[config.mk]
export PLATFORM = sky130hd
export DESIGN_NAME = hazard_ctrl_flat
export DESIGN_NICKNAME = d
export VERILOG_FILES = /design/src/rtl/hazard_pkg.sv /design/src/rtl/hazard_ctrl_if.sv /design/src/rtl/hazard_ctrl_fwd_unit.sv /design/src/rtl/hazard_ctrl.sv /design/src/flat_wrapper.sv
export SDC_FILE = /design/constraint.sdc
export NUM_CORES = 1
export LEC_CHECK = 0
export CAP_MARGIN = 0
export CORE_MARGIN = 2
export CORE_UTILIZATION = 45
export DETAILED_ROUTE_END_ITERATION = 12
export HOLD_SLACK_MARGIN = 0.12
export PLACE_DENSITY = 0.82
export SETUP_SLACK_MARGIN = 0.02
export SLEW_MARGIN = 30
export SYNTH_ARGS = -nofsm -noshare
export SYNTH_HDL_FRONTEND = slang
export SYNTH_SLANG_ARGS = --single-unit
[constraint.sdc]
create_clock -name clk -period 2.97 [get_ports clk]
set_clock_uncertainty 0.05 [all_clocks]
set_input_delay 0.594 -clock clk [delete_from_list [all_inputs] [get_ports clk]]
set_output_delay 0.594 -clock clk [all_outputs]
set_load 0.02 [all_outputs]
[src/rtl/hazard_pkg.sv]
// Shared types and constants for the pipeline hazard controller.
package hazard_pkg;

    localparam int REG_W_DEF = 5;

    typedef enum logic [1:0] {
        HOLD     = 2'd0,
        RUN      = 2'd1,
        MEM_WAIT = 2'd2
    } state_t;

    localparam logic [1:0] FWD_REG   = 2'd0;
    localparam logic [1:0] FWD_EXMEM = 2'd1;
    localparam logic [1:0] FWD_MEMWB = 2'd2;

    // The younger producer (EX/MEM) holds the most recent value of the register.
    function automatic logic [1:0] fwd_select(input logic exmem_hit, input logic memwb_hit);
        logic [1:0] sel;
        if (exmem_hit) begin
            sel = FWD_EXMEM;
        end else if (memwb_hit) begin
            sel = FWD_MEMWB;
        end else begin
            sel = FWD_REG;
        end
        return sel;
    endfunction

endpackage

[src/rtl/hazard_ctrl_if.sv]
// Pipeline-side signal bundle of the hazard controller: register indices,
// write flags and memory handshake in; stage enables, flushes and forwarding out.
interface hazard_ctrl_if
    import hazard_pkg::*;
#(
    parameter int REG_W = REG_W_DEF,
    parameter int CNT_W = 32
);
    logic [REG_W-1:0] id_rs1;
    logic [REG_W-1:0] id_rs2;
    logic             id_use_rs1;
    logic             id_use_rs2;
    logic [REG_W-1:0] ex_rd;
    logic             ex_wr;
    logic             ex_is_load;
    logic [REG_W-1:0] mem_rd;
    logic             mem_wr;
    logic [REG_W-1:0] wb_rd;
    logic             wb_wr;
    logic             br_taken;
    logic             dmem_req;
    logic             dmem_ack;

    logic             en_pc;
    logic             en_ifid;
    logic             en_idex;
    logic             en_exmem;
    logic             en_memwb;
    logic             flush_ifid;
    logic             flush_idex;
    logic             pc_sel;
    logic [1:0]       fwd_a;
    logic [1:0]       fwd_b;
    logic [CNT_W-1:0] stall_cnt;

    modport master (
        output id_rs1, id_rs2, id_use_rs1, id_use_rs2,
        output ex_rd, ex_wr, ex_is_load, mem_rd, mem_wr, wb_rd, wb_wr,
        output br_taken, dmem_req, dmem_ack,
        input  en_pc, en_ifid, en_idex, en_exmem, en_memwb,
        input  flush_ifid, flush_idex, pc_sel, fwd_a, fwd_b, stall_cnt
    );

    modport slave (
        input  id_rs1, id_rs2, id_use_rs1, id_use_rs2,
        input  ex_rd, ex_wr, ex_is_load, mem_rd, mem_wr, wb_rd, wb_wr,
        input  br_taken, dmem_req, dmem_ack,
        output en_pc, en_ifid, en_idex, en_exmem, en_memwb,
        output flush_ifid, flush_idex, pc_sel, fwd_a, fwd_b, stall_cnt
    );

endinterface

[src/rtl/hazard_ctrl_fwd_unit.sv]
// Per-operand rd/rs comparator: flags producers of the source register and
// picks its forwarding source (HAZARD_FWD_EN enables forwarding).
module fwd_unit
    import hazard_pkg::*;
#(
    parameter int REG_W = REG_W_DEF
) (
    input  logic [REG_W-1:0] rs,
    input  logic             use_rs,
    input  logic [REG_W-1:0] ex_rd,
    input  logic             ex_wr,
    input  logic [REG_W-1:0] mem_rd,
    input  logic             mem_wr,
    input  logic [REG_W-1:0] wb_rd,
    input  logic             wb_wr,
    output logic             ex_match,
    output logic             older_match,
    output logic [1:0]       fwd
);

    logic mem_hit_s;
    logic wb_hit_s;

    // x0 is hardwired to zero, so it never creates a dependency.
    always_comb begin
        ex_match  = use_rs && ex_wr  && (ex_rd  == rs) && (ex_rd  != {REG_W{1'b0}});
        mem_hit_s = use_rs && mem_wr && (mem_rd == rs) && (mem_rd != {REG_W{1'b0}});
        wb_hit_s  = use_rs && wb_wr  && (wb_rd  == rs) && (wb_rd  != {REG_W{1'b0}});
        older_match = mem_hit_s | wb_hit_s;
    end

`ifdef HAZARD_FWD_EN
    assign fwd = fwd_select(mem_hit_s, wb_hit_s);
`else
    assign fwd = FWD_REG;
`endif

endmodule

[src/rtl/hazard_ctrl.sv]
// Pipeline sequencing controller: stage enables, bubble/flush selects, branch
// redirect and data-memory freeze. Define HAZARD_FWD_EN for operand forwarding.
module hazard_ctrl
    import hazard_pkg::*;
#(
    parameter int REG_W = REG_W_DEF,
    parameter int CNT_W = 32
) (
    input  logic         clk,
    input  logic         rst,
    hazard_ctrl_if.slave bus
);

    state_t           state_r;
    state_t           state_nxt_s;
    logic [CNT_W-1:0] cnt_r;

    logic       ex_hit_a_s;
    logic       ex_hit_b_s;
    logic       old_hit_a_s;
    logic       old_hit_b_s;
    logic [1:0] fwd_a_raw_s;
    logic [1:0] fwd_b_raw_s;
    logic       freeze_s;
    logic       hazard_s;

    logic       en_pc_s;
    logic       en_ifid_s;
    logic       en_idex_s;
    logic       en_exmem_s;
    logic       en_memwb_s;
    logic       flush_ifid_s;
    logic       flush_idex_s;
    logic       pc_sel_s;
    logic [1:0] fwd_a_s;
    logic [1:0] fwd_b_s;

    fwd_unit #(.REG_W(REG_W)) u_fwd_a (
        .rs          (bus.id_rs1),
        .use_rs      (bus.id_use_rs1),
        .ex_rd       (bus.ex_rd),
        .ex_wr       (bus.ex_wr),
        .mem_rd      (bus.mem_rd),
        .mem_wr      (bus.mem_wr),
        .wb_rd       (bus.wb_rd),
        .wb_wr       (bus.wb_wr),
        .ex_match    (ex_hit_a_s),
        .older_match (old_hit_a_s),
        .fwd         (fwd_a_raw_s)
    );

    fwd_unit #(.REG_W(REG_W)) u_fwd_b (
        .rs          (bus.id_rs2),
        .use_rs      (bus.id_use_rs2),
        .ex_rd       (bus.ex_rd),
        .ex_wr       (bus.ex_wr),
        .mem_rd      (bus.mem_rd),
        .mem_wr      (bus.mem_wr),
        .wb_rd       (bus.wb_rd),
        .wb_wr       (bus.wb_wr),
        .ex_match    (ex_hit_b_s),
        .older_match (old_hit_b_s),
        .fwd         (fwd_b_raw_s)
    );

`ifdef HAZARD_FWD_EN
    assign hazard_s = bus.ex_is_load & (ex_hit_a_s | ex_hit_b_s);
`else
    assign hazard_s = ex_hit_a_s | ex_hit_b_s | old_hit_a_s | old_hit_b_s;
`endif

    // The acknowledge cycle itself is a normal cycle, so freeze needs !dmem_ack.
    assign freeze_s = !bus.dmem_ack &&
                      ((state_r == MEM_WAIT) || ((state_r == RUN) && bus.dmem_req));

    // State register; reset aborts any state, including a pending memory wait.
    always_ff @(posedge clk or negedge rst) begin
        if (!rst) begin
            state_r <= HOLD;
        end else begin
            state_r <= state_nxt_s;
        end
    end

    // Next-state logic.
    always_comb begin
        state_nxt_s = state_r;
        case (state_r)
            HOLD: begin
                state_nxt_s = RUN;
            end
            RUN: begin
                if (bus.dmem_req && !bus.dmem_ack) begin
                    state_nxt_s = MEM_WAIT;
                end else begin
                    state_nxt_s = RUN;
                end
            end
            MEM_WAIT: begin
                if (bus.dmem_ack) begin
                    state_nxt_s = RUN;
                end else begin
                    state_nxt_s = MEM_WAIT;
                end
            end
            default: begin
                state_nxt_s = HOLD;
            end
        endcase
    end

    // Stage control: freeze > branch > hazard bubble > normal flow.
    always_comb begin
        en_pc_s      = 1'b0;
        en_ifid_s    = 1'b0;
        en_idex_s    = 1'b0;
        en_exmem_s   = 1'b0;
        en_memwb_s   = 1'b0;
        flush_ifid_s = 1'b1;
        flush_idex_s = 1'b1;
        pc_sel_s     = 1'b0;
        fwd_a_s      = FWD_REG;
        fwd_b_s      = FWD_REG;
        case (state_r)
            RUN, MEM_WAIT: begin
                fwd_a_s = fwd_a_raw_s;
                fwd_b_s = fwd_b_raw_s;
                if (freeze_s) begin
                    flush_ifid_s = 1'b0;
                    flush_idex_s = 1'b0;
                end else if (bus.br_taken) begin
                    en_pc_s    = 1'b1;
                    en_ifid_s  = 1'b1;
                    en_idex_s  = 1'b1;
                    en_exmem_s = 1'b1;
                    en_memwb_s = 1'b1;
                    pc_sel_s   = 1'b1;
                end else if (hazard_s) begin
                    en_idex_s    = 1'b1;
                    en_exmem_s   = 1'b1;
                    en_memwb_s   = 1'b1;
                    flush_ifid_s = 1'b0;
                end else begin
                    en_pc_s      = 1'b1;
                    en_ifid_s    = 1'b1;
                    en_idex_s    = 1'b1;
                    en_exmem_s   = 1'b1;
                    en_memwb_s   = 1'b1;
                    flush_ifid_s = 1'b0;
                    flush_idex_s = 1'b0;
                end
            end
            default: begin
                flush_ifid_s = 1'b1;
                flush_idex_s = 1'b1;
            end
        endcase
    end

    // Saturating count of cycles in which the PC did not advance.
    always_ff @(posedge clk or negedge rst) begin
        if (!rst) begin
            cnt_r <= {CNT_W{1'b0}};
        end else if (!en_pc_s && (cnt_r != {CNT_W{1'b1}})) begin
            cnt_r <= cnt_r + {{(CNT_W-1){1'b0}}, 1'b1};
        end else begin
            cnt_r <= cnt_r;
        end
    end

    assign bus.en_pc      = en_pc_s;
    assign bus.en_ifid    = en_ifid_s;
    assign bus.en_idex    = en_idex_s;
    assign bus.en_exmem   = en_exmem_s;
    assign bus.en_memwb   = en_memwb_s;
    assign bus.flush_ifid = flush_ifid_s;
    assign bus.flush_idex = flush_idex_s;
    assign bus.pc_sel     = pc_sel_s;
    assign bus.fwd_a      = fwd_a_s;
    assign bus.fwd_b      = fwd_b_s;
    assign bus.stall_cnt  = cnt_r;

endmodule

[src/flat_wrapper.sv]
// flat-port wrapper written by rule: the top's interface ports become plain ports
module hazard_ctrl_flat import hazard_pkg::*;
#(
    parameter int REG_W = REG_W_DEF,
    parameter int CNT_W = 32
)
  (clk, rst, bus_id_rs1, bus_id_rs2, bus_id_use_rs1, bus_id_use_rs2, bus_ex_rd, bus_ex_wr, bus_ex_is_load, bus_mem_rd, bus_mem_wr, bus_wb_rd, bus_wb_wr, bus_br_taken, bus_dmem_req, bus_dmem_ack, bus_en_pc, bus_en_ifid, bus_en_idex, bus_en_exmem, bus_en_memwb, bus_flush_ifid, bus_flush_idex, bus_pc_sel, bus_fwd_a, bus_fwd_b, bus_stall_cnt);
  hazard_ctrl_if #(.REG_W(REG_W), .CNT_W(CNT_W)) bus_i ();
  input  logic clk;
  input  logic rst;
  input wire logic [$bits(bus_i.id_rs1)-1:0] bus_id_rs1;
  input wire logic [$bits(bus_i.id_rs2)-1:0] bus_id_rs2;
  input wire logic [$bits(bus_i.id_use_rs1)-1:0] bus_id_use_rs1;
  input wire logic [$bits(bus_i.id_use_rs2)-1:0] bus_id_use_rs2;
  input wire logic [$bits(bus_i.ex_rd)-1:0] bus_ex_rd;
  input wire logic [$bits(bus_i.ex_wr)-1:0] bus_ex_wr;
  input wire logic [$bits(bus_i.ex_is_load)-1:0] bus_ex_is_load;
  input wire logic [$bits(bus_i.mem_rd)-1:0] bus_mem_rd;
  input wire logic [$bits(bus_i.mem_wr)-1:0] bus_mem_wr;
  input wire logic [$bits(bus_i.wb_rd)-1:0] bus_wb_rd;
  input wire logic [$bits(bus_i.wb_wr)-1:0] bus_wb_wr;
  input wire logic [$bits(bus_i.br_taken)-1:0] bus_br_taken;
  input wire logic [$bits(bus_i.dmem_req)-1:0] bus_dmem_req;
  input wire logic [$bits(bus_i.dmem_ack)-1:0] bus_dmem_ack;
  output wire logic [$bits(bus_i.en_pc)-1:0] bus_en_pc;
  output wire logic [$bits(bus_i.en_ifid)-1:0] bus_en_ifid;
  output wire logic [$bits(bus_i.en_idex)-1:0] bus_en_idex;
  output wire logic [$bits(bus_i.en_exmem)-1:0] bus_en_exmem;
  output wire logic [$bits(bus_i.en_memwb)-1:0] bus_en_memwb;
  output wire logic [$bits(bus_i.flush_ifid)-1:0] bus_flush_ifid;
  output wire logic [$bits(bus_i.flush_idex)-1:0] bus_flush_idex;
  output wire logic [$bits(bus_i.pc_sel)-1:0] bus_pc_sel;
  output wire logic [$bits(bus_i.fwd_a)-1:0] bus_fwd_a;
  output wire logic [$bits(bus_i.fwd_b)-1:0] bus_fwd_b;
  output wire logic [$bits(bus_i.stall_cnt)-1:0] bus_stall_cnt;
  assign bus_i.id_rs1 = bus_id_rs1;
  assign bus_i.id_rs2 = bus_id_rs2;
  assign bus_i.id_use_rs1 = bus_id_use_rs1;
  assign bus_i.id_use_rs2 = bus_id_use_rs2;
  assign bus_i.ex_rd = bus_ex_rd;
  assign bus_i.ex_wr = bus_ex_wr;
  assign bus_i.ex_is_load = bus_ex_is_load;
  assign bus_i.mem_rd = bus_mem_rd;
  assign bus_i.mem_wr = bus_mem_wr;
  assign bus_i.wb_rd = bus_wb_rd;
  assign bus_i.wb_wr = bus_wb_wr;
  assign bus_i.br_taken = bus_br_taken;
  assign bus_i.dmem_req = bus_dmem_req;
  assign bus_i.dmem_ack = bus_dmem_ack;
  assign bus_en_pc = bus_i.en_pc;
  assign bus_en_ifid = bus_i.en_ifid;
  assign bus_en_idex = bus_i.en_idex;
  assign bus_en_exmem = bus_i.en_exmem;
  assign bus_en_memwb = bus_i.en_memwb;
  assign bus_flush_ifid = bus_i.flush_ifid;
  assign bus_flush_idex = bus_i.flush_idex;
  assign bus_pc_sel = bus_i.pc_sel;
  assign bus_fwd_a = bus_i.fwd_a;
  assign bus_fwd_b = bus_i.fwd_b;
  assign bus_stall_cnt = bus_i.stall_cnt;
  hazard_ctrl #(.REG_W(REG_W), .CNT_W(CNT_W)) u_core (.clk(clk), .rst(rst), .bus(bus_i));
endmodule
==> flow_metrics.env <==
export IMPL_outcome="complete, no violations"
export IMPL_synth_area_leaders="dfrtp_1, xnor2_1, xor2_1"
export IMPL_cts_buffers_inserted=5
export IMPL_synth_top_cell_by_area="dfrtp_1"
export IMPL_syn_inst=227
export IMPL_die_w_um=73.40
export IMPL_die_area_mm2=0.005387
export IMPL_avgSynthCellArea_um2=9.547
export IMPL_power_density_mw_per_mm2=559.2
export IMPL_post_dp_hpwl_um=4089
export IMPL_track_usage_pct=21.14
export IMPL_grt_max_degree=35
export IMPL_setup_tns_ns=0
export IMPL_synth_top_family_by_area="XOR/XNOR gates"
export IMPL_cts_sinks=34
export IMPL_cp_required_ns=2.33
export IMPL_grt_pass1_vias=1944
export IMPL_synth_async_reset_ratio_pct=100.0
export IMPL_yosysSeqAreaShare_pct=39.26
export IMPL_fin_crit_sh_pct=96.91
export IMPL_htree_levels=2
export IMPL_dp_slack_ns=-0.4669
export IMPL_wl_um=5552
export IMPL_ys_ff_latch=34
export IMPL_cp_max_fo=3
export IMPL_vias=1964
export IMPL_netlist_area_leader_share_pct=39.26
export IMPL_drt_iter0_markers=42
export IMPL_postCtsSetupBuffers=0
export IMPL_antenna_found_initial=0
export IMPL_wl_per_cell_um=15.05
export IMPL_row_count=25
export IMPL_core_mm2=0.004692
export IMPL_synth_fa_ha_area_share_pct=2.887
export IMPL_drive_gt1_share_pct=9.841
export IMPL_first_pass_iters=4
export IMPL_synth_compound_area_share_pct=4.273
export IMPL_n_antenna_cell=0
export IMPL_clock_latency_ns=0.28
export IMPL_fmax_mhz=347.4
export IMPL_maxSlewViolCount=0
export IMPL_critPathArrivalTime_ns=2.23
export IMPL_die_h_um=73.40
export IMPL_path_clk_slew_ns=0.06
export IMPL_cp_end_kind="output pin"
export IMPL_num_fill_cells=406
export IMPL_crit_type="primary input to output pin"
export IMPL_synth_area_mux_share_pct=0
export IMPL_max_vdd_ir_drop_mv=0.5147
export IMPL_utilization_pct=66.05
export IMPL_hold_violations=0
export IMPL_grt_pass1_wl_um=8790
export IMPL_synth_xor_xnor_area_share_pct=24.65
export IMPL_ctsHoldBuffers=0
export IMPL_grt_ovfl_total=0
export IMPL_fin_crit_ns=2.878
export IMPL_post_route_cell_area_mm2=0.003099
export IMPL_ys_types=33
export IMPL_port_buffers=74
export IMPL_drc_errors=0
export IMPL_ys_flop_type="dfrtp_1"
export IMPL_ant_nets=0
export IMPL_syn_to_final_growth_pct=43.01
export IMPL_pin_count=80
export IMPL_cap_violations=0
export IMPL_yosysWarnings=0
export IMPL_cts_root_buf="clkbuf_8"
export IMPL_viasPerCell=5.322
export IMPL_tritoncts="yes"
export IMPL_p_leak_uw=0.001414
export IMPL_yosys_area_share_simple_pct=23.56
export IMPL_final_nets=356
export IMPL_worst_slack_ns=0.09186
export IMPL_fin_cells=369
export IMPL_setup_viol=0
export IMPL_dp_cells=362
export IMPL_rrSetupSlack_ns=0.36
export IMPL_min_path_type="register to register"
export IMPL_gp_congestion=0.9586
export IMPL_rsz0062_at_grt="false"
export IMPL_startpoint_type="primary input"
export IMPL_placed_cell_area_mm2=0.003017
export IMPL_synth_edf_count=0
export IMPL_cts_buffer_depth=2
export IMPL_start_util_pct=46.19
export IMPL_syn_cell_area_mm2=0.002167
cells by family after synthesis:
logic type,Yosys count
DFF,34
AOI/OAI and AO/OA,12
adders and majority gates,5
buffers and inverters,19
xor gates and xnor gates,61
other,1
and+or+nand+nor,95
cell type report:
cell class	count	area, µm²	share of cell area, %
timing repair buffer	89	855.8	27.61
tap	54	67.56	2.180
inverter	8	30.03	0.9689
multi-input combinational	177	1219	39.32
clock buffer	7	76.32	2.463
sequential	34	850.8	27.45
state kept, by name, indices dropped and copies added, names as in the netlist:
signal / count
u_core.bus.stall_cnt: 32
u_core.state_r: 2
worst paths after layout:
check	startpoint	to	cells after the start
max	bus_wb_rd[0]	bus_flush_idex	6
min	u_core.bus.stall_cnt[12]	u_core.bus.stall_cnt[12]	1
max reg2reg	u_core.state_r[1]	u_core.bus.stall_cnt[8]	11
min reg2reg	u_core.bus.stall_cnt[12]	u_core.bus.stall_cnt[12]	1
max in group asynchronous	rst	u_core.bus.stall_cnt[30]	2
min in group asynchronous	rst	u_core.bus.stall_cnt[9]	2
stage by stage:
stage          hold WS [ns]  power (µW)
6_report             0.4464        1733
3_3_place_gp         0.4327        1448
4_1_cts              0.4522        1744
5_1_grt              0.4700        1852
3_5_place_dp         0.4351        1463
2_1_floorplan        0.2484        1147
layer usage:
metal	GRT usage [%]	share of wire, %	vias to the layer above	wire [µm]
met2	35.24	47	81	2616
met4	8.889	2.2	0	122
met5	0	0	-	0
met3	5.898	8.0	12	443
met1	25.68	43	924	2370
li1	-	-	947	-
repair_timing:
action / in CTS / in global routing
hold endpoints to repair: 0 / 0
endpoints found under the setup margin: 6 / 4
gates resized for setup: 19 / 10
pin swaps: 4 / 8
power by group:
| part | switching, µW | internal (µW) | total (µW) |
|---|---|---|---|
| clock | 151 | 161 | 312 |
| sequential | 66.7 | 519 | 586 |
| combinational | 467 | 369 | 836 |
placed cells by master, fill, tap and decap left out:
master           netlist  routed
clkdlybuf4s50_1        0      58
xnor2_1               47      47
dfrtp_1               34      34
nand2_1               25      25
buf_4                  7      18
xor2_1                14      14
nand4_1               13      13
nand3_1               13      13
nor3_1                10      10
nor4_1                 9       9
inv_1                  8       8
and3_1                 7       7
dlymetal6s2s_1         0       7
dlygate4sd2_1          0       6
nor2_1                 5       5
ha_1                   5       5
clkbuf_8               0       5
o22ai_1                4       4
conb_1                 1       4
nor2b_1                2       2
a21oi_1                3       2
or4_1                  2       2
and2_1                 2       2
clkbuf_1               2       2
or2_2                  1       1
o211ai_2               1       1
o21a_1                 1       1
a32oi_2                1       1
a21oi_2                0       1
a21o_1                 1       1
nand3_2                1       1
nor2_2                 1       1
nand4_2                1       1
and4_1                 1       1
o31a_1                 1       1
nand2_4                1       1
nand2b_1               1       1
critical path: stages:
cell             delay [ns]
clkdlybuf4s50_1        0.42
or4_1                  0.54
o211ai_2               0.26
nand2_1                0.10
a21o_1                 0.16
buf_4                  0.15
cell usage after synthesis, types with 3 or more instances:
cell / number
nor2_1: 5
and3_1: 7
nor4_1: 9
ha_1: 5
dfrtp_1: 34
xnor2_1: 47
a21oi_1: 3
o22ai_1: 4
nand3_1: 13
nor3_1: 10
nand4_1: 13
xor2_1: 14
nand2_1: 25
buf_4: 7
inv_1: 8
No activity file was read; power rests on OpenSTA's default activity.
